===== src/rtl/text_streamer.sv =====
// Captures a glyph bitmap on start and streams it out one pixel per accepted
// handshake, row-major, with row/column coordinates and line/frame markers.
module text_streamer #(
  parameter int unsigned NUM_CHARS  = 12,
  parameter int unsigned X_LEN      = 9,
  parameter int unsigned Y_LEN      = 8,
  localparam int unsigned LINE_W     = NUM_CHARS * X_LEN,
  localparam int unsigned FRAME_BITS = LINE_W * Y_LEN,
  localparam int unsigned RowW       = (Y_LEN > 1) ? $clog2(Y_LEN) : 1,
  localparam int unsigned ColW       = (LINE_W > 1) ? $clog2(LINE_W) : 1
) (
  input  logic                  clk,
  input  logic                  rst,
  input  logic                  start,
  input  logic [FRAME_BITS-1:0] characters,
  input  logic                  pixel_ready,
  output logic                  pixel_valid,
  output logic                  pixel,
  output logic [RowW-1:0]       row,
  output logic [ColW-1:0]       col,
  output logic                  line_end,
  output logic                  frame_end,
  output logic                  busy,
  output logic                  done
);

  localparam logic [1:0] StIdle   = 2'd0;
  localparam logic [1:0] StStream = 2'd1;
  localparam logic [1:0] StDone   = 2'd2;

  localparam logic [RowW-1:0] RowMax = RowW'(Y_LEN - 1);
  localparam logic [ColW-1:0] ColMax = ColW'(LINE_W - 1);
  localparam logic [RowW-1:0] RowOne = RowW'(1);
  localparam logic [ColW-1:0] ColOne = ColW'(1);

  logic [1:0]            state_q, state_d;
  logic [FRAME_BITS-1:0] shadow_q, shadow_d;
  logic [RowW-1:0]       row_q, row_d;
  logic [ColW-1:0]       col_q, col_d;

  logic streaming;
  logic at_line_end;
  logic at_frame_end;
  logic xfer;

  assign streaming    = (state_q == StStream);
  assign at_line_end  = streaming && (col_q == ColMax);
  assign at_frame_end = at_line_end && (row_q == RowMax);
  assign xfer         = streaming && pixel_ready;

  // The shadow register shifts left on every transfer, so the current pixel
  // is always its MSB; this walks the bitmap in row-major order.
  always_comb begin
    state_d  = state_q;
    shadow_d = shadow_q;
    row_d    = row_q;
    col_d    = col_q;
    case (state_q)
      StIdle: begin
        if (start) begin
          shadow_d = characters;
          row_d    = '0;
          col_d    = '0;
          state_d  = StStream;
        end
      end
      StStream: begin
        if (xfer) begin
          shadow_d = {shadow_q[FRAME_BITS-2:0], 1'b0};
          if (at_frame_end) begin
            row_d   = '0;
            col_d   = '0;
            state_d = StDone;
          end else if (at_line_end) begin
            col_d = '0;
            row_d = row_q + RowOne;
          end else begin
            col_d = col_q + ColOne;
          end
        end
      end
      StDone: begin
        state_d = StIdle;
      end
      default: begin
        state_d = StIdle;
      end
    endcase
  end

  always_ff @(posedge clk or posedge rst) begin
    if (rst) begin
      state_q  <= StIdle;
      shadow_q <= '0;
      row_q    <= '0;
      col_q    <= '0;
    end else begin
      state_q  <= state_d;
      shadow_q <= shadow_d;
      row_q    <= row_d;
      col_q    <= col_d;
    end
  end

  always_comb begin
    pixel_valid = streaming;
    busy        = streaming;
    pixel       = streaming && shadow_q[FRAME_BITS-1];
    row         = row_q;
    col         = col_q;
    line_end    = at_line_end;
    frame_end   = at_frame_end;
    done        = (state_q == StDone);
  end

endmodule


===== config.mk =====
export PLATFORM = sky130hd
export DESIGN_NAME = text_streamer
export DESIGN_NICKNAME = d
export VERILOG_FILES = /design/src/rtl/text_streamer.sv
export SDC_FILE = /design/constraint.sdc
export NUM_CORES = 2
export LEC_CHECK = 0
export BUFFER_PORTS_ARGS = -buffer_cell sky130_fd_sc_hd__buf_2
export CAP_MARGIN = 20
export CORE_AREA = 3 3 342 344
export CTS_CLUSTER_SIZE = 8
export DETAILED_ROUTE_END_ITERATION = 6
export DIE_AREA = 0 0 345 347
export SYNTH_ARGS = -nofsm -noshare
export SYNTH_HDL_FRONTEND = slang
export SYNTH_SLANG_ARGS = --single-unit
export TNS_END_PERCENT = 5

===== constraint.sdc =====
create_clock -name clk -period 62.1 [get_ports clk]
set_input_delay 6.21 -clock clk [delete_from_list [all_inputs] [get_ports clk]]
set_output_delay 6.21 -clock clk [all_outputs]
set_load 0.02 [all_outputs]

==> results by group <==
Outcome
  – Status: finished, final reports clean

Power and ir drop
  – Switching power total: 601 uW
  – Reg power frac: 47.0%
  – Gate power share: 21.9%
  – Static leakage: 22.2 nW
  – Clk network pwr share: 31.1%
  – Worst VDD drop: 0.0245 mV
  – P_int: 1.30 mW
  – Power density cells: 40.0 mW/mm2
  – Net Sw Frac: 31.6%

Synth
  – Number of synthesized flops with an enable pin: 0
  – Synthesized flop and latch total: 876
  – Syn. warnings: 0
  – Post-Syn Nets: 5647
  – Distinct cell type count after synthesis: 40
  – Dominant cells by area after synthesis: dfrtp_1, nand2_1, a31oi_1
  – Synthesized area: 0.0395 mm2
  – Count leader, synth: nand2_1
  – Largest area contributor in the netlist: dfrtp_1
  – Post-synthesis async set-or-reset flop share: 100%
  – Register area share after synthesis: 55.5%
  – Cells after Synth: 4776
  – Synth top area share: 55.5%
  – Post-Syn Area per Cell: 8.26 um2
  – Top post-synthesis cells by count: nand2_1, dfrtp_1, nor2_1
  – Ys flop type: dfrtp_1

Placed design
  – # port buffers: 883
  – Detailed-placement wirelength estimate: 83.2 mm
  – Setup WS pre-CTS: 50.36 ns
  – Routability Congestion: 0.834
  – Placed cells: 6827

Drt
  – DR DRC count: 0
  – Via count: 35.4k
  – DR vias/cell: 5.07
  – Post-Route WL: 121 mm
  – WL per Instance: 17.3 um
  – DRT iter0 DRCs: 3054
  – First-pass iteration count of the detailed router: 5
  – ANT nets after route: 0

Clock network
  – CTS Hold Bufs: 0
  – Clock Tree Root: clkbuf_16
  – Clock net sink count: 876
  – Worst-skew pair later-pin latency: 0.70 ns
  – TritonCTS Buffers: 120
  – Clock slew at reported path FFs: 0.05 ns
  – CTS resizes: 0
  – CTS tree: built
  – Bufs on Longest Clock Path: 3
  – Setup bufs post-CTS: 0
  – H-tree levels: 3

Cells and area
  – Syn-to-layout area delta: 20.4%
  – Post-route insts no fill: 6993
  – Fin nets: 6310
  – Fraction of layout cells with a size suffix above 1: 19.5%

Die
  – Die ar.: 0.120 mm2
  – Rows: 124
  – Die Span Y: 347 um
  – Core area: 0.114 mm2
  – I/O pin cnt: 884
  – Initial Util: 34.6%
  – Die X: 345 um

Critical path
  – R2R depth: 9
  – Worst Setup SP: pixel_ready
  – Kind of end point of the critical path: flop
  – Critical Path AT: 11.05 ns
  – Largest fanout on the critical path: 218
  – Worst Path Class, Setup: in2reg
  – CP Launch Type: input pin
  – Worst r2r src: state_q[0]
  – CP required: 62.60 ns

STA
  – Fmax: 94.8 MHz
  – Hold Vio Cnt, Final: 0
  – Setup tns final: 0 ns
  – Hold Slack: 0.515 ns
  – RSZ-0062 raised after global routing: no
  – # setup viols final: 0
  – Worst Skew: 0.0387 ns
  – Max-slew violations: 0
  – Min cycle time layout: 10.55 ns
  – Slew headroom: 19.1%
  – Period utilization: 17.0%
  – Worst-Margin Slew: 1.21 ns
  – PnR worst setup slack: 51.55 ns

Flow run
  – Maxcap violations: 0

Global routing
  – Total grt overflow: 0
  – First-pass GRT wire length: 188 mm
  – Gr usage total: 19.4%
  – Vias in the first global route: 33.9k
  – Initial antenna violation count: 54
  – Largest net degree at the start of global routing: 273

Min path
  – Hold_sp: shadow_q[631]
  – Hold Path Depth: 2
  – Hold Crit Class: reg2reg
path summary, 6_finish.rpt:
path / to / slack, ns
setup reg to reg: shadow_q[142] / 56.68
hold / removal: shadow_q[632] / 0.51
hold reg to reg: shadow_q[632] / 0.51
min in group asynchronous: shadow_q[698] / 5.73
max in group asynchronous: shadow_q[177] / 51.78
setup / recovery: shadow_q[142] / 51.55
cells in the final DEF, fill, tap and decap left out, types with 3 or more instances in the layout:
cell / count
nor2b_1: 4
nand2_1: 1733
a21oi_1: 4
clkinv_16: 4
buf_2: 883
ha_1: 3
clkbuf_1: 3
o21ai_1: 4
and3_1: 4
clkbuf_16: 122
buf_12: 7
a31oi_1: 863
nand3_1: 4
dfrtp_1: 876
diode_2: 31
buf_4: 35
nor2_1: 864
o21ai_0: 5
cell type report:
cell class	count	area [um2]
Fill cell	11700	66700
Sequential cell	876	21900
Multi-Input combinational cell	3511	15500
Timing Repair Buffer	926	4850
Clock buffer	126	3080
Tap cell	1512	1890
Clock inverter	7	164
Antenna cell	31	77.6
Inverter	4	30.0
cells by family (layout without fill, tap and decap cells):
group	count (synthesis)	count (layout)	share of synthesized area, %
other	0	31	0
flip-flops	876	876	55.5
AO/OA/AOI/OAI	882	882	14.0
AND/OR/NAND/NOR	2624	2624	25.2
multiplexers	2	2	0.0539
buffers and inverters	389	1063	5.14
adder cells (fa/ha/maj)	3	3	0.0951
critical path, cell delays in order:
cell,delay (ns)
buf_2,0.16
nand2_2,0.10
a21oi_4,0.21
buf_12,0.23
buf_4,0.60
buf_4,0.79
buf_12,0.62
buf_4,0.83
buf_4,0.80
a31oi_1,0.16
sequential cells by signal, summed over array words and instances, names as in the netlist:
register  flops
shadow_q    864
row           3
state_q       2
col           7
metal layers:
layer,routed length (um),GRT usage [%]
met4,3870,7.18
met1,51700,25.6
met3,8640,4.92
met5,290,0
met2,56600,30.9
metrics by stage:
stage | power (mW) | cell area (um2) | utilization [%]
after floorplan | 1.20 | 39500 | -
after global placement | 1.30 | 44200 | 38.7
after detailed placement | 1.32 | 44200 | 38.7
after CTS | 1.92 | 47400 | 41.5
after global routing | 2.03 | 47500 | 41.6
final | 1.90 | 47500 | 41.6
power by group through the flow:
stage                     logic, mW  clock network [mW]  registers, mW
after floorplan               0.325                   0          0.872
after global placement        0.407                   0          0.895
after detailed placement      0.420                   0          0.899
after CTS                     0.421               0.609          0.892
after global routing          0.482               0.632          0.919
final                         0.415               0.591          0.894
Note: power is estimated with default switching activity, not from simulation.
